===== src/rtl/nf10_param_output_port_lookup.sv =====
// Output-port lookup: small fall-through input FIFO, header-beat dst rewrite
// (NIC / flood / fixed / drop), silent discard of undeliverable packets, saturating stats.
module nf10_param_output_port_lookup #(
  parameter int C_AXIS_DATA_WIDTH  = 256,
  parameter int C_AXIS_TUSER_WIDTH = 128,
  parameter int NUM_PORTS          = 4,
  parameter int SRC_PORT_POS       = 16,
  parameter int DST_PORT_POS       = 32,
  parameter int FIFO_DEPTH_BITS    = 2,
  parameter int CNT_WIDTH          = 32
) (
  input  logic                            AXI_ACLK,
  input  logic                            AXI_RESET,
  input  logic [1:0]                      mode,
  input  logic [2*NUM_PORTS-1:0]          fixed_dst,
  input  logic [C_AXIS_DATA_WIDTH-1:0]    S_AXIS_TDATA,
  input  logic [C_AXIS_DATA_WIDTH/8-1:0]  S_AXIS_TSTRB,
  input  logic [C_AXIS_TUSER_WIDTH-1:0]   S_AXIS_TUSER,
  input  logic                            S_AXIS_TVALID,
  output logic                            S_AXIS_TREADY,
  input  logic                            S_AXIS_TLAST,
  output logic [C_AXIS_DATA_WIDTH-1:0]    M_AXIS_TDATA,
  output logic [C_AXIS_DATA_WIDTH/8-1:0]  M_AXIS_TSTRB,
  output logic [C_AXIS_TUSER_WIDTH-1:0]   M_AXIS_TUSER,
  output logic                            M_AXIS_TVALID,
  input  logic                            M_AXIS_TREADY,
  output logic                            M_AXIS_TLAST,
  output logic [CNT_WIDTH-1:0]            pkt_fwd_count,
  output logic [CNT_WIDTH-1:0]            pkt_drop_count
);

  localparam int PW    = 2 * NUM_PORTS;
  localparam int DW    = C_AXIS_DATA_WIDTH;
  localparam int SW    = C_AXIS_DATA_WIDTH / 8;
  localparam int UW    = C_AXIS_TUSER_WIDTH;
  localparam int DEPTH = 1 << FIFO_DEPTH_BITS;
  localparam int OW    = FIFO_DEPTH_BITS + 1;

  localparam logic [FIFO_DEPTH_BITS-1:0] PTR_ONE = FIFO_DEPTH_BITS'(1);
  localparam logic [OW-1:0]              OCC_ONE = OW'(1);
  localparam logic [OW-1:0]              OCC_LIM = OW'(DEPTH - 1);
  localparam logic [PW-1:0]              PW_ONE  = PW'(1);
  localparam logic [CNT_WIDTH-1:0]       CNT_ONE = CNT_WIDTH'(1);

  function automatic logic [PW-1:0] even_mask();
    logic [PW-1:0] m;
    m = '0;
    for (int i = 0; i < PW; i += 2) m[i] = 1'b1;
    return m;
  endfunction

  localparam logic [PW-1:0] PM = even_mask();

  typedef enum logic [1:0] {
    ST_HEADER  = 2'd0,
    ST_FORWARD = 2'd1,
    ST_DROP    = 2'd2
  } state_t;

  state_t state_q, state_d;

  logic [DW-1:0] data_mem [DEPTH];
  logic [SW-1:0] strb_mem [DEPTH];
  logic [UW-1:0] user_mem [DEPTH];
  logic          last_mem [DEPTH];

  logic [FIFO_DEPTH_BITS-1:0] wr_ptr_q, rd_ptr_q;
  logic [OW-1:0]              occ_q;
  logic [CNT_WIDTH-1:0]       fwd_cnt_q, drop_cnt_q;

  logic          empty, s_ready, wr_en, rd_en, m_valid;
  logic [DW-1:0] head_data;
  logic [SW-1:0] head_strb;
  logic [UW-1:0] head_user, out_user;
  logic          head_last;
  logic [PW-1:0] src, dst;
  logic          src_onehot, from_cpu, hdr_drop, fwd_inc, drop_inc;

  // Handshake: a beat moves on either side only in a cycle where valid and ready are both high.
  assign empty   = (occ_q == '0);
  assign s_ready = !AXI_RESET && (occ_q < OCC_LIM);
  assign wr_en   = S_AXIS_TVALID && s_ready;

  assign head_data = data_mem[rd_ptr_q];
  assign head_strb = strb_mem[rd_ptr_q];
  assign head_user = user_mem[rd_ptr_q];
  assign head_last = last_mem[rd_ptr_q];

  always_comb begin
    src        = head_user[SRC_PORT_POS +: PW];
    src_onehot = (src != '0) && ((src & (src - PW_ONE)) == '0);
    from_cpu   = |(src & ~PM);
    dst        = '0;
    case (mode)
      2'd0:    dst = from_cpu ? (src >> 1) : (src << 1);
      2'd1:    dst = from_cpu ? PM : (PM & ~src);
      2'd2:    dst = fixed_dst;
      default: dst = '0;
    endcase
    hdr_drop = !src_onehot || (mode == 2'd3) || (dst == '0);
  end

  always_comb begin
    state_d  = state_q;
    m_valid  = 1'b0;
    rd_en    = 1'b0;
    out_user = head_user;
    case (state_q)
      ST_HEADER: begin
        if (hdr_drop) begin
          rd_en = !empty;
        end else begin
          m_valid = !empty;
          rd_en   = !empty && M_AXIS_TREADY;
          out_user[DST_PORT_POS +: PW] = dst;
        end
        if (rd_en && !head_last) state_d = hdr_drop ? ST_DROP : ST_FORWARD;
      end
      ST_FORWARD: begin
        m_valid = !empty;
        rd_en   = !empty && M_AXIS_TREADY;
        if (rd_en && head_last) state_d = ST_HEADER;
      end
      ST_DROP: begin
        rd_en = !empty;
        if (rd_en && head_last) state_d = ST_HEADER;
      end
      default: state_d = ST_HEADER;
    endcase
  end

  assign fwd_inc  = (state_q == ST_HEADER) && rd_en && !hdr_drop;
  assign drop_inc = (state_q == ST_HEADER) && rd_en && hdr_drop;

  // Storage has no reset; only pointers and occupancy define what is valid.
  always_ff @(posedge AXI_ACLK) begin
    if (wr_en) begin
      data_mem[wr_ptr_q] <= S_AXIS_TDATA;
      strb_mem[wr_ptr_q] <= S_AXIS_TSTRB;
      user_mem[wr_ptr_q] <= S_AXIS_TUSER;
      last_mem[wr_ptr_q] <= S_AXIS_TLAST;
    end
  end

  always_ff @(posedge AXI_ACLK or posedge AXI_RESET) begin
    if (AXI_RESET) begin
      wr_ptr_q   <= '0;
      rd_ptr_q   <= '0;
      occ_q      <= '0;
      state_q    <= ST_HEADER;
      fwd_cnt_q  <= '0;
      drop_cnt_q <= '0;
    end else begin
      if (wr_en) wr_ptr_q <= wr_ptr_q + PTR_ONE;
      if (rd_en) rd_ptr_q <= rd_ptr_q + PTR_ONE;
      case ({wr_en, rd_en})
        2'b10:   occ_q <= occ_q + OCC_ONE;
        2'b01:   occ_q <= occ_q - OCC_ONE;
        default: occ_q <= occ_q;
      endcase
      state_q <= state_d;
      if (fwd_inc && (fwd_cnt_q != '1))   fwd_cnt_q  <= fwd_cnt_q + CNT_ONE;
      if (drop_inc && (drop_cnt_q != '1)) drop_cnt_q <= drop_cnt_q + CNT_ONE;
    end
  end

  assign S_AXIS_TREADY  = s_ready;
  assign M_AXIS_TVALID  = m_valid;
  assign M_AXIS_TDATA   = head_data;
  assign M_AXIS_TSTRB   = head_strb;
  assign M_AXIS_TUSER   = out_user;
  assign M_AXIS_TLAST   = head_last;
  assign pkt_fwd_count  = fwd_cnt_q;
  assign pkt_drop_count = drop_cnt_q;

endmodule


===== config.mk =====
export PLATFORM = sky130hd
export DESIGN_NAME = nf10_param_output_port_lookup
export DESIGN_NICKNAME = d
export VERILOG_FILES = /design/src/rtl/nf10_param_output_port_lookup.sv
export SDC_FILE = /design/constraint.sdc
export NUM_CORES = 1
export LEC_CHECK = 0
export CORE_MARGIN = 8
export CORE_UTILIZATION = 40
export CTS_CLUSTER_DIAMETER = 200
export DETAILED_ROUTE_END_ITERATION = 12
export HOLD_SLACK_MARGIN = 0.02
export SETUP_SLACK_MARGIN = 0.4
export SKIP_CTS_REPAIR_TIMING = 1
export SLEW_MARGIN = 20
export SYNTH_ARGS = -nofsm -noshare
export SYNTH_HDL_FRONTEND = slang
export SYNTH_SLANG_ARGS = --single-unit

===== constraint.sdc =====
create_clock -name AXI_ACLK -period 18.15 [get_ports AXI_ACLK]
set_clock_uncertainty 0.15 [all_clocks]
set_input_delay 1.815 -clock AXI_ACLK [delete_from_list [all_inputs] [get_ports AXI_ACLK]]
set_output_delay 1.815 -clock AXI_ACLK [all_outputs]
set_load 0.05 [all_outputs]

Word-level counts from Yosys, hierarchy flattened
Memories as Yosys holds them, arrays and structs flattened.
Index checks and enable logic that the tools add are counted.

cells by class
  bitwise logic cells = 2
  reduce and logical (&&, ||, !) cells = 28
  add/subtract/negate cells = 7
  mux-type cells = 18
  order comparisons = 1
  equal/unequal tests = 12

operators with widths
  cell                   count
  $add 32x1->32 const B  2
  $ne 32x32->1 const B   2
  $mux 8                 3
  $pmux 8 s3             1
  $logic_not 8->1        2
  $logic_and 1x1->1      12
  $and 8x8->8            1
  $eq 2x2->1 const B     4
  $mux 2                 4
  $reduce_bool 8->1      1
  $sub 8x1->8 const B    1
  $mux 7                 1
  $not 7->7              1
  $eq 2x1->1 const B     3
  $ne 2x2->1 const B     3
  $pmux 2 s3             1
  $pmux 3 s2             1
  $logic_not 1->1        5
  $mux 1                 5
  $add 2x1->2 const B    2
  $logic_not 2->1        2
  $reduce_or 4->1        1
  $add 3x1->3 const B    1
  $logic_not 3->1        1
  7 further kinds        8

storage, ports and cells
  output and inout port bits = 483
  RAM bits = 1668
  logic and storage cells = 78
  bits in registers = 73
  memories = 4

memories
  memory    depth  width  read ports  clocked after Yosys merged registers in  wr ports  RTL line  source
  data_mem  4      256    1           0                                        1         62        logic [DW-1:0] data_mem [DEPTH];
  user_mem  4      128    1           0                                        1         64        logic [UW-1:0] user_mem [DEPTH];
  strb_mem  4      32     1           0                                        1         63        logic [SW-1:0] strb_mem [DEPTH];
  last_mem  4      1      1           0                                        1         65        logic last_mem [DEPTH];

Logic depth before layout (Yosys ltp)
An unclocked memory read counts as a cell.

  depth after elaboration = 14
  mapped depth = 16

Worst setup path before layout
No wires, ideal clock.

  kind = in2reg
  start = in AXI_RESET
  end = mem data_mem[0][0] (netlist bit), enable pin
  stages on the path = 2
  required time = 17161 ps
  buffers on the path = 0
  arrival time = 12766 ps
  path slack = 4395 ps
  path through = a211oi_1 -> and3_1

on the way
  longest elaborated chain between the ends = 5

ends and longest elaborated chain
  element                       RTL line  source
  from (decl)                   13        input logic AXI_RESET,
  $logic_not 1->1 (no line)     -
  $logic_and 1x1->1             81        assign s_ready = !AXI_RESET && (occ_q < OCC_LIM);
  $logic_and 1x1->1             82        assign wr_en = S_AXIS_TVALID && s_ready;
  $mux 1                        137       if (wr_en) begin
  $mux 1 (implied by the code)  138       data_mem[wr_ptr_q] <= S_AXIS_TDATA;
  to (decl)                     62

No other way between the ends.

Final worst setup path
  start = reg rd_ptr_q[0]
  end = out M_AXIS_TUSER[36]

on the way
  longest elaborated chain between the ends = 10

ends and longest elaborated chain
  element                        RTL line  source
  from (decl)                    67        logic [FIFO_DEPTH_BITS-1:0] wr_ptr_q, rd_ptr_q;
  from (signal assigned)         155       if (rd_en) rd_ptr_q <= rd_ptr_q + PTR_ONE;
  $mem_v2 4x128 (*)              -
  $sub 8x1->8                    91        src_onehot = (src != '0) && ((src & (src - PW_ONE)) == '0);
  $and 8x8->8                    91
  $logic_not 8->1                91
  $logic_and 1x1->1              91
  $logic_not 1->1                100       hdr_drop = !src_onehot || (mode == 2'd3) || (dst == '0);
  $logic_or 1x1->1 (2 in a row)  100
  $mux 8                         110       if (hdr_drop) begin
  $mux 8 (*)                     108       case (state_q)
  to (decl)                      24        output logic [C_AXIS_TUSER_WIDTH-1:0] M_AXIS_TUSER,

Mark *: on every way between the ends. The rest lies on a longest branch, timed or not.

==> results.yml <==
grt:
  first_global_vias: 32017
  grt_most_used_layer: "met2"
  grtUsageMet1: 0.213
  antenna_found_initial: 46
  grt_max_degree: 130
  use_met2: 0.335
  grt_pass1_wl_mm: 235
  grt_util_all_layers: 0.185
  grt-ovfl-total: 0
  grt_util_met3: 0.0484
clock_network:
  insertion_delay_ps: 790
  cts_buffer_depth: 3
  cts_tree: "built"
  clkTransAtPathRegs_ps: 60
  h-tree-depth: 4
  cts_sinks: 1741
  cts-root-buf: "clkbuf_16"
  cts_made_buffers: 183
timing:
  final_hold_viol_count: 0
  tightest_slew_ps: 1040
  final.setup.tns_ps: 0
  fin_crit_sh: 0.480
  rsz0062_at_grt: "no"
  slew_headroom: 0.307
  setup_viol: 0
  slew_violations: 0
  max_freq_ghz: 0.115
  finalCriticalPeriod_ps: 8710
placed_design:
  numPortBuffers: 913
  place.gp.congestion: 0.856
  hpwl_mm: 110
synthesis:
  ys_top_cells_by_count: "edfxtp_1, mux4_2, dfrtp_1"
  synth_top_area_cell: "edfxtp_1"
  ys_seq_area_frac: 0.813
  synth_top_cell_area_share: 0.784
  synth_area_leaders: "edfxtp_1, mux4_2, dfrtp_1"
  yosysMostFrequentCell: "edfxtp_1"
  synth-edff-count: 1668
  synthDistinctLibCells: 51
  yosys_warnings: 0
  postSynthAreaPerCell_um2: 24.6
  synth_seq_cells: 1741
  async_reset_ff_frac: 0.0419
  synthesis.area_um2: 63800
  synthCells: 2596
  synthFlopType: "edfxtp_1"
  synth_nets: 3035
pwr:
  p_seq_frac: 0.352
  totalPowerFinal_mw: 13.7
  power_leakage_nw: 26.2
  power_density_nw_per_um2: 168
  p_int_mw: 8.59
  swShare: 0.371
  power_switching_mw: 5.06
  combinationalPowerShare: 0.389
  pwr-share-clk: 0.260
  vdd_ir_drop_max_mv: 0.129
layout:
  syn_to_final_growth_pct: 27.4
  drive_above_1_share: 0.190
  nFillCells: 12427
  final_nets: 4066
worst_hold_path:
  hp-class: "flop to flop"
floorplan:
  start_util: 0.403
  dieArea_um2: 173000
  coreArea_um2: 158000
  dieWidth_um: 416
  io_pins: 914
  die_y_um: 416
  fp-row-count: 146
worst_setup_path:
  crit_fanout: 42
  endpoint_kind: "output port"
  arrival_ps: 6740
  cp.required_ps: 16190
  startpoint_type: "flop"
  crit_type: "flop to output port"
detailed_routing:
  route.detailed.drc: 0
  via_per_inst: 5.18
  drt_wl_total_mm: 164
  dr.pass1.iters: 5
  drt_iter0_markers: 2112
  ant_nets: 0
  wl_per_cell_um: 27.9
  num_vias: 30399
outcome:
  status: "finished clean"
flow_run:
  drv_cap: 0
state kept, by name, indices dropped and copies added, names as in the netlist:
name            cells
last_mem            4
strb_mem          128
user_mem          512
data_mem         1024
wr_ptr_q            2
pkt_drop_count     32
pkt_fwd_count      32
state_q             2
rd_ptr_q            2
occ_q               3
worst paths after layout:
| kind | slack, ps | cells past startpoint | endpoint | from |
|---|---|---|---|---|
| min in group asynchronous | 1360 | 2 | state_q[1]$_DFFE_PP0P_ | AXI_RESET |
| max in group asynchronous | 15470 | 3 | pkt_fwd_count[27]$_DFFE_PP0P_ | AXI_RESET |
| worst min-delay path | 340 | 1 | pkt_drop_count[11]$_DFFE_PP0P_ | pkt_drop_count[11]$_DFFE_PP0P_ |
| worst max-delay path | 9440 | 10 | M_AXIS_TUSER[36] | rd_ptr_q[0]$_DFFE_PP0P_ |
| worst min register to register | 340 | 1 | pkt_drop_count[11]$_DFFE_PP0P_ | pkt_drop_count[11]$_DFFE_PP0P_ |
| worst max register to register | 12430 | 9 | pkt_fwd_count[29]$_DFFE_PP0P_ | rd_ptr_q[0]$_DFFE_PP0P_ |
worst max-delay path, cell delays in order (launching register included):
cell             delay [ps]
dfrtp_4                 750
buf_4                   750
mux4_2                  700
nor4_2                  670
a2111oi_0               240
o211a_1                 300
a311oi_4                530
nand2_1                 490
a211oi_1                520
a21o_1                  140
clkdlybuf4s50_1         800
power groups by stage:
| stage | combinational (mW) | clock, mW | sequential (mW) |
|---|---|---|---|
| after global routing | 5.50 | 3.78 | 4.82 |
| after detailed placement | 5.40 | 0 | 4.89 |
| after CTS | 5.42 | 3.63 | 4.80 |
| after floorplan | 3.53 | 0 | 5.00 |
| final | 5.31 | 3.55 | 4.80 |
| after global placement | 5.41 | 0 | 4.88 |
cell type report:
type	instances	area, µm²	share of cell area
Clock inverter	103	860	0.0106
Timing Repair Buffer	950	9530	0.117
Antenna cell	16	40.0	0.000492
Tap cell	2072	2590	0.0319
Sequential cell	1741	51900	0.638
Inverter	20	75.1	0.000923
Clock buffer	230	4850	0.0596
Multi-Input combinational cell	731	11500	0.141
placed cells by master, fill, tap and decap left out, types with 3 or more instances in the layout:
cell type        synthesis  final
a211oi_1                 4      4
a221o_1                  4      4
and2_1                   6      6
and3_1                  13      9
and3_4                   0      4
and4_1                   5      5
buf_12                   0      9
buf_4                    0     28
bufinv_16                0      9
clkbuf_1                30     42
clkbuf_16                0    187
clkdlybuf4s50_1          0    913
clkinv_1                 0     40
clkinv_16                0      3
clkinv_2                 0     38
clkinv_8                 0      3
dfrtp_1                 73     71
diode_2                  0     16
edfxtp_1              1668   1668
ha_1                     7      7
inv_1                   20     19
inv_6                    0      5
mux2i_1                  4      4
mux4_2                 417    417
nand2_1                 43     43
nand3_1                 27     27
nand4_1                 14     14
nor2_1                  30     30
nor3_1                  34     34
nor4_1                   8      8
o21ai_0                 10     10
or4_1                    3      3
xnor2_1                 20     20
xor2_1                  49     49
metal layers:
| layer | part of all wire | routed length, µm |
|---|---|---|
| met1 | 0.37 | 60700 |
| met2 | 0.54 | 88900 |
| met3 | 0.056 | 9130 |
| met4 | 0.031 | 5100 |
| met5 | 0.00025 | 41 |
logic make-up (layout without fill, tap and decap cells):
logic type / Yosys count / count (layout) / synth area share
multiplexers: 422 / 422 / 0.148
AND/OR/NAND/NOR: 193 / 193 / 0.0154
adder cells (fa/ha/maj): 9 / 9 / 0.00184
other: 0 / 16 / 0
XOR/XNOR: 69 / 69 / 0.00947
buffers and inverters: 124 / 1303 / 0.00758
AO/OA/AOI/OAI: 38 / 38 / 0.00476
flip-flops: 1741 / 1741 / 0.813
stage by stage:
step / hold WS, ps / area (µm²) / worst slack [ps] / cells / utilization
6_report: 336 / 81300 / 9440 / 5863 / 0.514
5_1_grt: 358 / 81300 / 8970 / 5862 / 0.514
4_1_cts: 341 / 81300 / 9320 / 5847 / 0.513
3_5_place_dp: 333 / 75600 / 10200 / 5514 / 0.477
3_3_place_gp: 323 / 75600 / 10210 / 5514 / 0.477
2_1_floorplan: 327 / 63800 / 4400 / 2596 / -
(Power assumes the default switching activity.)
